File: src/rtl/sdram_test_pkg.sv
// Shared constants for the SDRAM memory-test reporter: ASCII codes, FSM states
// and line geometry derived from the reported address/data widths.
package sdram_test_pkg;

  localparam logic [7:0] CHAR_P  = 8'h50;
  localparam logic [7:0] CHAR_F  = 8'h46;
  localparam logic [7:0] CHAR_SP = 8'h20;
  localparam logic [7:0] CHAR_CR = 8'h0D;
  localparam logic [7:0] CHAR_LF = 8'h0A;

  typedef enum logic [1:0] {
    IDLE    = 2'd0,
    WAITRDY = 2'd1,
    GUARD   = 2'd2
  } state_t;

  function automatic int addr_digits(input int addr_w);
    return (addr_w + 3) / 4;
  endfunction

  // status, space, address digits, space, data digits, CR, LF
  function automatic int line_len(input int addr_w, input int data_w);
    return addr_digits(addr_w) + data_w / 4 + 5;
  endfunction

  localparam int DEF_ADDR_W = 23;
  localparam int DEF_DATA_W = 32;
  localparam int LINE_LEN   = line_len(DEF_ADDR_W, DEF_DATA_W);
  localparam int LAST       = LINE_LEN - 1;

endpackage

File: src/rtl/hex_nibble_ascii.sv
// Converts one 4-bit nibble to its uppercase ASCII hex digit.
module hex_nibble_ascii (
  input  logic [3:0] nibble,
  output logic [7:0] ascii
);

  always_comb begin
    if (nibble < 4'd10) ascii = 8'h30 + {4'h0, nibble};
    else                ascii = 8'h37 + {4'h0, nibble};
  end

endmodule

File: src/rtl/sdram_test_reporter.sv
// Formats SDRAM test result events as fixed-length ASCII lines and feeds them
// one byte at a time to the uart transmitter.
module sdram_test_reporter
  import sdram_test_pkg::*;
#(
  parameter int ADDR_W = 23,
  parameter int DATA_W = 32
) (
  input  logic              clk,
  input  logic              rst,
  input  logic              report_valid,
  output logic              report_ready,
  input  logic              report_fail,
  input  logic [ADDR_W-1:0] report_addr,
  input  logic [DATA_W-1:0] report_data,
  output logic [7:0]        tx_byte,
  output logic              tx_en,
  input  logic              tx_ready,
  output logic              busy,
  output logic [15:0]       line_count
);

  localparam int ADDR_DIGITS = addr_digits(ADDR_W);
  localparam int DATA_DIGITS = DATA_W / 4;
  localparam int LEN         = line_len(ADDR_W, DATA_W);
  localparam int LAST_IDX    = LEN - 1;
  localparam int IDX_W       = $clog2(LEN);
  localparam int ADDR_EXT_W  = ADDR_DIGITS * 4;
  localparam int ADDR_FIRST  = 2;
  localparam int DATA_FIRST  = ADDR_FIRST + ADDR_DIGITS + 1;

  state_t            state;
  logic [IDX_W-1:0]  idx;
  logic              fail_q;
  logic [ADDR_W-1:0] addr_q;
  logic [DATA_W-1:0] data_q;
  logic [ADDR_EXT_W-1:0] addr_ext;

  int                pos;
  logic [3:0]        nibble;
  logic              use_hex;
  logic [7:0]        fixed_char;
  logic [7:0]        hex_char;
  logic [7:0]        char_cur;

  assign addr_ext     = ADDR_EXT_W'(addr_q);
  assign report_ready = (state == IDLE);
  assign busy         = (state != IDLE);

  // Character at the current line position; hex digits go MSB first.
  always_comb begin
    pos        = int'(idx);
    nibble     = 4'h0;
    use_hex    = 1'b0;
    fixed_char = CHAR_SP;
    if (pos == 0) fixed_char = report_fail_char(fail_q);
    else if (pos == LAST_IDX - 1) fixed_char = CHAR_CR;
    else if (pos == LAST_IDX) fixed_char = CHAR_LF;
    for (int d = 0; d < ADDR_DIGITS; d++) begin
      if (pos == ADDR_FIRST + ADDR_DIGITS - 1 - d) begin
        use_hex = 1'b1;
        nibble  = addr_ext[d*4 +: 4];
      end
    end
    for (int d = 0; d < DATA_DIGITS; d++) begin
      if (pos == DATA_FIRST + DATA_DIGITS - 1 - d) begin
        use_hex = 1'b1;
        nibble  = data_q[d*4 +: 4];
      end
    end
  end

  function automatic logic [7:0] report_fail_char(input logic f);
    return f ? CHAR_F : CHAR_P;
  endfunction

  hex_nibble_ascii u_hex (
    .nibble (nibble),
    .ascii  (hex_char)
  );

  assign char_cur = use_hex ? hex_char : fixed_char;

  // GUARD ignores tx_ready so the uart has a cycle to drop it after a strobe.
  always_ff @(posedge clk or negedge rst) begin
    if (!rst) begin
      state      <= IDLE;
      idx        <= '0;
      tx_en      <= 1'b0;
      tx_byte    <= 8'h00;
      line_count <= 16'h0000;
      fail_q     <= 1'b0;
      addr_q     <= '0;
      data_q     <= '0;
    end else begin
      case (state)
        IDLE: begin
          tx_en <= 1'b0;
          if (report_valid) begin
            fail_q <= report_fail;
            addr_q <= report_addr;
            data_q <= report_data;
            idx    <= '0;
            state  <= WAITRDY;
          end
        end
        WAITRDY: begin
          if (tx_ready) begin
            tx_byte <= char_cur;
            tx_en   <= 1'b1;
            state   <= GUARD;
          end else begin
            tx_en <= 1'b0;
          end
        end
        GUARD: begin
          tx_en <= 1'b0;
          if (idx == IDX_W'(LAST_IDX)) begin
            if (line_count != 16'hFFFF) line_count <= line_count + 16'd1;
            idx   <= '0;
            state <= IDLE;
          end else begin
            idx   <= idx + IDX_W'(1);
            state <= WAITRDY;
          end
        end
        default: begin
          tx_en <= 1'b0;
          state <= IDLE;
        end
      endcase
    end
  end

endmodule

File: config.mk
export PLATFORM = sky130hd
export DESIGN_NAME = sdram_test_reporter
export DESIGN_NICKNAME = d
export VERILOG_FILES = /design/src/rtl/sdram_test_pkg.sv /design/src/rtl/hex_nibble_ascii.sv /design/src/rtl/sdram_test_reporter.sv
export SDC_FILE = /design/constraint.sdc
export NUM_CORES = 1
export LEC_CHECK = 0
export ABC_AREA = 1
export ABC_CLOCK_PERIOD_IN_PS = 3000
export CAP_MARGIN = 20
export CORE_UTILIZATION = 25
export CTS_CLUSTER_SIZE = 16
export DETAILED_ROUTE_END_ITERATION = 12
export PLACE_DENSITY = 0.51
export SLEW_MARGIN = 20
export SYNTH_ARGS = -nofsm -noshare
export SYNTH_HDL_FRONTEND = slang
export SYNTH_SLANG_ARGS = --single-unit
File: constraint.sdc
create_clock -name clk -period 3 [get_ports clk]
set_input_delay 0.3 -clock clk [delete_from_list [all_inputs] [get_ports clk]]
set_output_delay 0.3 -clock clk [all_outputs]
set_load 0.02 [all_outputs]
==> reports/qor.txt, run 1 <==
Power, Total -> 4.897 mW
Gr usage total -> 13.25%
Share of layout cells above drive strength 1 -> 11.08%
Min-delay worst type -> input port to async pin
RD Place Congestion -> 0.8362
Vias in the first global route -> 3,846
Post-DP HPWL -> 8553 um
Setup TNS -> 0 ns
TritonCTS clock tree -> done
Clock Pin Slew Worst Setup and Hold Paths -> 0.07 ns
Leak -> 3.060 nW
Most frequent cells in the layout -> nand2_1 (264), dfrtp_1 (86), clkdlybuf4s50_1 (84), inv_1 (56), nor2_1 (35)
# DRC -> 0
Crit-path cells -> buf_4 > ha_2 > nand2_1 > nor2_1 > nand2_1 > nand3_1 > o211ai_1 > nand3_1 > nand2_1 > nand3b_1 > nand2_1 > nand2_1 > nand2_1 > nand2_1 > a21oi_1 > ha_1 > inv_1 > nand2_1 > nand2_1 > nand3_1 > nand3_1 > nand2_1 > inv_1
Post-Place Setup Slack -> 0.1413 ns
Adder-Cell Fraction of Synth Area -> 1.932%
Clk buf depth -> 2
XOR/XNOR share of the synthesized area -> 2.897%
Drt via density -> 4.193
Synth async-reset ratio -> 100.0%
Most frequent CP cell -> nand2_1
CP Launch Type -> register
Pint -> 3.090 mW
Post-Synth Simple-Gate Area -> 34.58%
Synthesized area per cell -> 7.545 sq um
Initial antenna violation count -> 0
Area Overhead vs Synth -> 35.07%
Mux cell area share after synthesis -> 0%
CTS buffer count -> 9
Design area -> 6125 sq um
F_max -> 371.7 MHz
Register area share after synthesis -> 48.01%
Max incr delay on CP -> 0.41 ns
Syn_nets -> 668
# clock sinks -> 87
Largest net degree at the start of global routing -> 53
Start point of the critical path -> idx[1]$_DFFE_PN0P_
Switching power -> 1.807 mW
First-pass GRT wire length -> 18,760 um
DIE WIDTH -> 136.7 um
Overflow after GRT -> 0
Min Tclk post-route -> 2.690 ns
Fillers -> 1,865
Die area -> 18,680 sq um
Syn Inst Count -> 601
Final worst-path cycle share -> 89.68%
Req. time, crit path -> 3.25 ns
Pwr/cell area -> 799.6 nW/um^2
Skew-Pair Late Insertion Delay -> 0.35 ns
Wire length per cell -> 12.32 um
Root buf cell -> clkbuf_16
Slew at the pin with the worst max-slew slack -> 0.5619 ns
Area of placed instances -> 5675 sq um
Starting DRT DRC Count -> 197
Compound-cell area share of the yosys netlist -> 5.933%
Seq cells post-synth -> 87
Crit end category -> register
Family with the most delay on the worst path -> simple AND/OR/NAND/NOR gates
Switching share of power -> 36.90%
I/O Buffers -> 85
Peak VDD IR -> 0.3155 mV
WL final -> 11,440 um
Post-Synthesis Cell Area -> 4534 sq um
Seq pwr share -> 38.8%
Main combinational cell family by area after synthesis -> simple AND/OR/NAND/NOR gates
Rel. slew slack -> 62.54%
Number of I/O pins -> 87
Clock power frac -> 25.1%
Netlist cell types -> 39
Ys Warns -> 0
Most common cell after layout, fill and taps aside -> nand2_1
Final setup vio count -> 0
Final slew viol count -> 0
Vias -> 3,895
H-tree Lvls -> 3
Combinational share of power -> 36.2%
Slowest-stage cell, CP -> dfrtp_1
WS Path Type -> register to register
Die H -> 136.7 um
Initial Utilization -> 25.95%
Clock Skew -> 0.007001 ns
Top_reg_cell synth -> dfrtp_1
Run status -> finished, final reports clean
Worst Slack Setup Final -> 0.3096 ns
Core Rows -> 48
Total Nets Final -> 766
Detailed Routing Iterations Pass 1 -> 5
Buffer and inverter count on the worst path -> 3
Core area -> 17,480 sq um
Worst r2r src -> idx[1]$_DFFE_PN0P_
Ant. Diodes -> 0
Post-route ant nets -> 0
Maxcap violations -> 0
CP Max Fanout -> 4
Number of synthesized flops with an enable pin -> 0
Critical Path AT -> 2.94 ns
Final Hold Vio Count -> 0
[worst reg2reg max path, stage by stage (launching register included)]
cell	delay, ns
dfrtp_1	0.41
buf_4	0.15
ha_2	0.19
nand2_1	0.15
nor2_1	0.11
nand2_1	0.07
nand3_1	0.07
o211ai_1	0.08
nand3_1	0.08
nand2_1	0.06
nand3b_1	0.07
nand2_1	0.08
nand2_1	0.05
nand2_1	0.05
nand2_1	0.04
a21oi_1	0.26
ha_1	0.25
inv_1	0.05
nand2_1	0.06
nand2_1	0.05
nand3_1	0.07
nand3_1	0.07
nand2_1	0.06
inv_1	0.03
[registers in the layout, summed over array words and instances, names as in the netlist]
name,cells
fail_q,1
idx,5
tx_byte,7
data_q,32
addr_q,23
tx_en,1
state,2
line_count,16
[final timing paths]
path / cells after the start / end / slack, ns
max: 23 / tx_byte[2]$_DFFE_PN0P_ / 0.31
min: 2 / line_count[9]$_DFFE_PN0P_ / 0.47
max reg2reg: 23 / tx_byte[2]$_DFFE_PN0P_ / 0.31
min reg2reg: 2 / addr_q[15]$_DFFE_PN0P_ / 0.48
max in group asynchronous: 3 / data_q[2]$_DFFE_PN0P_ / 1.88
min in group clk: 2 / addr_q[15]$_DFFE_PN0P_ / 0.48
[per-layer routing]
layer | vias up | wire length, um | GRT usage [%]
met5 | - | 0 | 0
met4 | 0 | 172 | 4.506
met3 | 14 | 458 | 3.741
met2 | 81 | 5182 | 20.61
met1 | 1755 | 5629 | 17.55
li1 | 2045 | - | -
[cells by family (layout without fill, tap and decap cells)]
logic type / Yosys count / in the layout
adder cells (fa/ha/maj): 7 / 7
other: 1 / 1
buffers and inverters: 78 / 181
AO/OA/AOI/OAI: 45 / 45
flip-flops: 87 / 87
AND/OR/NAND/NOR: 368 / 368
XOR/XNOR: 15 / 15
[synthesized netlist by cell type (all sizes together), types with 2 or more instances]
library cell,number,area share (%)
dfrtp,87,48
inv,65,5.4
buf,2,0.28
nand2,272,23
nand4,4,0.69
xnor2,6,1.2
nand3b,2,0.33
nor3,5,1.0
clkbuf,11,0.91
nand3,26,3.1
o22ai,2,0.28
nor2,46,4.6
or2,8,1.1
nor4,4,0.55
xor2,9,1.7
a21oi,14,1.9
ha,7,1.9
o21ai,23,2.5
[final cells by class]
class                   instances  area, sq um  share of cell area [%]
clock buffers                  10        239.0                   3.902
clock inverters                 6        83.83                   1.369
inverters                      65        244.0                   3.984
multi-input cells             436         2122                   34.65
flip-flops and latches         87         2178                   35.57
well taps                     225        281.5                   4.597
repair buffers                100        975.9                   15.93
[through the flow]
stage	cells	hold WS [ns]	util (%)
2_1_floorplan	601	0.004409	-
3_3_place_gp	905	0.3383	32.47
3_5_place_dp	905	0.3315	32.47
4_1_cts	922	0.4659	34.38
5_1_grt	929	0.4844	35.04
6_report	929	0.4738	35.04
[power groups by stage]
stage                     clock (mW)  combinational, mW  sequential [mW]
after CTS                       1.27               1.67             1.90
after floorplan                    0               1.06             1.88
final                           1.23               1.77             1.90
after detailed placement           0               1.66             1.92
after global routing            1.31               2.03             1.95
after global placement             0               1.64             1.93
[what timing repair did]
action,4_1_cts,5_1_grt
hold buffers,1,0
setup buffers,0,7
hold endpoints to repair,41,0
gates resized for setup,0,22
setup endpoints to repair,0,7
Note: power is estimated with default switching activity, not from simulation.
==> run 2, diff against run 1 <==
--- a/config.mk
+++ b/config.mk
@@ -8,10 +8,10 @@
 export ABC_AREA = 1
 export ABC_CLOCK_PERIOD_IN_PS = 3000
 export CAP_MARGIN = 20
-export CORE_UTILIZATION = 25
+export CORE_UTILIZATION = 52
 export CTS_CLUSTER_SIZE = 16
 export DETAILED_ROUTE_END_ITERATION = 12
-export PLACE_DENSITY = 0.51
+export PLACE_DENSITY = 0.87
 export SLEW_MARGIN = 20
 export SYNTH_ARGS = -nofsm -noshare
 export SYNTH_HDL_FRONTEND = slang
==> reports/qor.txt, run 2 (synthesized netlist as in run 1, its figures left out) <==
Most common cell after layout, fill and taps aside -> nand2_1
WL final -> 10,700 um
Post-route ant nets -> 0
WS Path Type -> register to register
Violated checks -> hold timing
Most frequent cells in the layout -> nand2_1 (263), dfrtp_1 (85), clkdlybuf4s50_1 (84), inv_1 (55), nor2_1 (34)
Initial Utilization -> 54.37%
Starting DRT DRC Count -> 283
Final setup vio count -> 0
Final slew viol count -> 0
Biggest regs -> data_q x32, addr_q x23, line_count x16
Wire length per cell -> 13.32 um
Vias -> 4,153
CP Launch Type -> register
Area Overhead vs Synth -> 29.28%
Met1 Track Usage GR -> 34.10%
CP Max Fanout -> 7
Util after Layout -> 70.28%
Skew-Pair Late Insertion Delay -> 0.36 ns
CTS buffer count -> 9
Peak VDD IR -> 0.3316 mV
Clock Skew -> 0.007514 ns
Most used routing layer in global routing -> met2
Area of placed instances -> 5483 sq um
Ant. Diodes -> 0
Run status -> finished, violations left
Root buf cell -> clkbuf_8
Gr usage total -> 25.54%
Share of layout cells above drive strength 1 -> 10.74%
H-tree Lvls -> 3
Req. time, crit path -> 3.26 ns
Maxcap violations -> 0
Final Hold Vio Count -> 28
Leak -> 2.987 nW
Area of the multi-input gates -> 2141 sq um
Most flops, register -> data_q
Critical Path AT -> 3.03 ns
Core area -> 8341 sq um
Number of I/O pins -> 87
Crit end category -> register
First-pass GRT wire length -> 17,860 um
Initial antenna violation count -> 0
Largest net degree at the start of global routing -> 88
Fillers -> 670
Slew at the pin with the worst max-slew slack -> 0.7725 ns
# clock sinks -> 87
Die area -> 9097 sq um
Met2 GRT Util -> 41.85%
Hold_ws -> -0.03452 ns
Overflow after GRT -> 0
Min Tclk post-route -> 2.774 ns
Post-Place Setup Slack -> 0.1221 ns
Vias in the first global route -> 3,976
Design area -> 5862 sq um
Drt via density -> 5.172
Met3 usage -> 3.589%
Max FFs per register -> 32
RD Place Congestion -> 0.9534
Detailed Routing Iterations Pass 1 -> 5
Worst Slack Setup Final -> 0.2265 ns
DIE WIDTH -> 95.38 um
Final worst-path cycle share -> 92.45%
TritonCTS clock tree -> done
Die H -> 95.38 um
Register Area -> 2180 sq um
Core Rows -> 33
Rel. slew slack -> 48.50%
Post-DP HPWL -> 7672 um
F_max -> 360.6 MHz
Total Nets Final -> 761
Clk buf depth -> 2
I/O Buffers -> 85
Power, Total -> 4.628 mW
Clock Pin Slew Worst Setup and Hold Paths -> 0.08 ns
Min-delay worst type -> input port to async pin
# DRC -> 0
Pwr/cell area -> 789.5 nW/um^2
[run 2: cell types whose count changed in the layout (fill, tap and decap cells not counted), sizes merged]
cell | previous run | this run
buf | 15 | 11
bufinv | 2 | 3
clkbuf | 10 | 11
clkinv | 4 | 1
dlygate4sd3 | 1 | 0
[run 2: cell type report]
cell class / instances / share of cell area, %
repair buffers: 95 / 16.03
inverters: 65 / 4.162
clock inverters: 4 / 1.622
flip-flops and latches: 87 / 37.18
well taps: 105 / 2.241
multi-input cells: 436 / 36.52
clock buffers: 11 / 2.241
[run 2: power by group]
part           switching, mW  total [mW]  internal [mW]  leakage [nW]
Combinational           1.06        1.75          0.692          1.77
Sequential             0.303        1.92           1.62          1.10
Clock                  0.409       0.957          0.548         0.113
[run 2: through the flow]
step	TNS, ns	cells	hold slack [ns]
floorplan	0	601	0.004409
global placement	0	781	0.4598
detailed placement	0	781	0.4608
CTS	0	796	0.1719
global route	-0.04508	803	0.04778
finish	0	803	-0.03452
[run 2: repair_timing]
item | in CTS | in global routing
setup buffers | 0 | 7
endpoints found under the setup margin | 0 | 5
hold buffers | 0 | 0
resized for setup | 0 | 27
[run 2: critical path, stage by stage, from the launching register on]
cell     delay [ns]
dfrtp_1        0.53
nand2_1        0.22
nor2_1         0.16
ha_1           0.26
inv_2          0.10
o21ai_0        0.09
inv_1          0.06
nand2_1        0.08
nand2_1        0.05
nand2_1        0.05
nand2_1        0.05
nand2_1        0.05
nand2_1        0.05
nand2_1        0.05
nand2_1        0.06
nand2_2        0.08
nand2_2        0.08
inv_1          0.07
ha_1           0.18
inv_1          0.05
nand2_1        0.08
nand2_1        0.06
nand3_1        0.07
nand3_1        0.06
nand2_1        0.06
inv_1          0.03
[run 2: layer usage]
metal,routed length (um),part of all wire (%)
met1,4642,43
met2,5322,50
met3,482,4.5
met4,250,2.3
met5,0,0
[run 2: final timing paths]
path | start | to | slack, ns | cells after the start
setup / recovery | idx[2]$_DFFE_PN0P_ | tx_byte[2]$_DFFE_PN0P_ | 0.23 | 25
hold / removal | rst | line_count[3]$_DFFE_PN0P_ | -0.03 | 1
setup reg to reg | idx[2]$_DFFE_PN0P_ | tx_byte[2]$_DFFE_PN0P_ | 0.23 | 25
hold reg to reg | data_q[23]$_DFFE_PN0P_ | data_q[23]$_DFFE_PN0P_ | 0.48 | 2
max in group asynchronous | rst | idx[1]$_DFFE_PN0P_ | 2.46 | 1
min in group clk | report_addr[6] | addr_q[6]$_DFFE_PN0P_ | 0.47 | 3
==> run 3, diff against run 2 <==
--- a/config.mk
+++ b/config.mk
@@ -6,12 +6,12 @@
 export NUM_CORES = 1
 export LEC_CHECK = 0
 export ABC_AREA = 1
-export ABC_CLOCK_PERIOD_IN_PS = 3000
+export ABC_CLOCK_PERIOD_IN_PS = 2470
 export CAP_MARGIN = 20
-export CORE_UTILIZATION = 52
+export CORE_UTILIZATION = 47
 export CTS_CLUSTER_SIZE = 16
 export DETAILED_ROUTE_END_ITERATION = 12
-export PLACE_DENSITY = 0.87
+export PLACE_DENSITY = 0.83
 export SLEW_MARGIN = 20
 export SYNTH_ARGS = -nofsm -noshare
 export SYNTH_HDL_FRONTEND = slang
==> constraint.sdc (replaced) <==
create_clock -name clk -period 2.47 [get_ports clk]
set_input_delay 0.247 -clock clk [delete_from_list [all_inputs] [get_ports clk]]
set_output_delay 0.247 -clock clk [all_outputs]
set_load 0.02 [all_outputs]
==> reports/qor.txt, run 3 (synthesized netlist as in run 1, its figures left out) <==
TritonCTS clock tree -> done
Met2 GRT Util -> 40.31%
CP Launch Type -> register
Start point of the critical path -> idx[0]$_DFFE_PN0P_
WS Path Type -> register to register
CTS buffer count -> 9
Switching power -> 2.197 mW
Clock Pin Slew Worst Setup and Hold Paths -> 0.09 ns
Wire length per cell -> 12.73 um
Share of layout cells above drive strength 1 -> 18.42%
Combinational share of power -> 42.1%
Clock power frac -> 17.3%
Seq pwr share -> 40.6%
CP Max Fanout -> 5
Total Nets Final -> 811
Final slew viol count -> 0
Worst min-delay path startpoint -> report_data[20]
# DRC -> 0
Leak -> 3.211 nW
Most common cell after layout, fill and taps aside -> nand2_1
Skew-Pair Late Insertion Delay -> 0.35 ns
WL final -> 11,170 um
Post-route ant nets -> 0
Final worst-path cycle share -> 103.5%
Initial Utilization -> 48.84%
Drt via density -> 4.904
Crit end category -> register
I/O Buffers -> 85
Violated checks -> setup timing
Root buf cell -> clkbuf_8
Non-Filler Instances -> 878
Detailed Routing Iterations Pass 1 -> 4
Biggest regs -> data_q x32, addr_q x23, line_count x16
Clock Skew -> 0.01215 ns
F_max -> 391.1 MHz
Clk buf depth -> 2
Largest net degree at the start of global routing -> 53
# clock sinks -> 87
Worst Slack Setup Final -> -0.08676 ns
Area of the multi-input gates -> 2206 sq um
Most used routing layer in global routing -> met2
Vias -> 4,306
Post-Place Setup Slack -> -0.1911 ns
Final setup vio count -> 7
Worst r2r src -> idx[0]$_DFFE_PN0P_
Gr usage total -> 23.45%
Post-DP HPWL -> 8199 um
Fillers -> 755
Setup TNS -> -0.3275 ns
Util after Layout -> 68.15%
DIE WIDTH -> 100.2 um
Number of I/O pins -> 87
Initial antenna violation count -> 0
Most flops, register -> data_q
Pwr/cell area -> 900.9 nW/um^2
Pint -> 3.503 mW
Hold_ws -> 0.4202 ns
H-tree Lvls -> 3
Area Overhead vs Synth -> 39.54%
Core area -> 9284 sq um
Register Area -> 2182 sq um
Maxcap violations -> 0
Final Hold Vio Count -> 0
Max FFs per register -> 32
Most frequent cells in the layout -> nand2_1 (260), clkdlybuf4s50_1 (84), dfrtp_1 (83), buf_4 (55), inv_1 (54)
Critical Path AT -> 2.81 ns
Ant. Diodes -> 0
First-pass GRT wire length -> 18,730 um
Vias in the first global route -> 4,219
Min Tclk post-route -> 2.557 ns
Met3 usage -> 3.621%
Overflow after GRT -> 0
Req. time, crit path -> 2.73 ns
Die area -> 10,040 sq um
RD Place Congestion -> 0.9544
Switching share of power -> 38.54%
RSZ-0062 raised after global routing -> true
Run status -> finished, violations left
Peak VDD IR -> 0.5423 mV
Min-delay worst type -> input port to register
Core Rows -> 35
Met1 Track Usage GR -> 29.86%
Rel. slew slack -> 63.10%
Die H -> 100.2 um
Starting DRT DRC Count -> 184
Slew at the pin with the worst max-slew slack -> 0.5535 ns
Placed Cells -> 847
-- run 3: changes by cell type in the layout (fill, tap and decap cells not counted), moves of 4 or more --
| cell | change |
|---|---|
| ha_1 | -5 |
| nand2_2 | +4 |
| ha_4 | +4 |
| buf_4 | +46 |
-- run 3: critical path, cell delays in order, from the launching register on --
cell	delay, ns
dfrtp_2	0.49
inv_4	0.11
ha_4	0.13
inv_2	0.05
nor2_4	0.09
nand2_2	0.08
buf_4	0.15
o211ai_1	0.08
nand3_1	0.09
nand2_1	0.07
nand3b_1	0.10
nand2_1	0.08
nand2_1	0.06
nand2_1	0.07
nand2_2	0.08
a21oi_4	0.20
ha_4	0.16
inv_1	0.04
nand2_1	0.06
nand2_1	0.04
nand3_1	0.08
nand3_1	0.07
nand2_1	0.07
inv_1	0.03
-- run 3: cell type report --
type                            count  share of cell area [%]
Clock buffer                       11                   2.235
Clock inverter                      5                  0.8899
Inverter                           65                   3.975
Multi-Input combinational cell    436                   34.86
Sequential cell                    87                   34.49
Tap cell                          129                   2.551
Timing Repair Buffer              145                   21.00
-- run 3: worst paths after layout --
kind	slack, ns	end	depth (start not counted)
min in group asynchronous	0.43	line_count[2]$_DFFE_PN0P_	2
max reg2reg	-0.09	tx_byte[2]$_DFFE_PN0P_	23
min	0.42	data_q[20]$_DFFE_PN0P_	3
min reg2reg	0.48	data_q[1]$_DFFE_PN0P_	2
max in group asynchronous	1.41	idx[1]$_DFFE_PN0P_	3
max	-0.09	tx_byte[2]$_DFFE_PN0P_	23
-- run 3: power by group through the flow --
stage / clock network, mW / registers, mW / logic (mW)
final: 0.987 / 2.31 / 2.40
after global routing: 1.07 / 2.38 / 2.69
after CTS: 1.01 / 2.30 / 2.32
after detailed placement: 0 / 2.31 / 2.15
after floorplan: 0 / 2.28 / 1.28
after global placement: 0 / 2.30 / 2.07
-- run 3: what timing repair did --
item | CTS | global route
endpoints found under the hold margin | 43 | 0
resized for setup | 34 | 18
pin swaps | 13 | 25
endpoints found under the setup margin | 8 | 9
setup buffers | 3 | 11
gates cloned | 0 | 0
hold buffers | 1 | 0
-- run 3: stage by stage --
step                instance area (sq um)  total power [mW]
global placement                     5841             4.372
detailed placement                   5841             4.460
finish                               6327             5.700
floorplan                            4534             3.563
CTS                                  6180             5.624
global route                         6327             6.134
-- run 3: routing by layer --
| metal | vias up | routed length [um] | share of wire [%] |
|---|---|---|---|
| met5 | - | 0 | 0 |
| met4 | 0 | 240 | 2.1 |
| met3 | 28 | 403 | 3.6 |
| met2 | 117 | 5610 | 50 |
| met1 | 2018 | 4920 | 44 |
| li1 | 2143 | - | - |
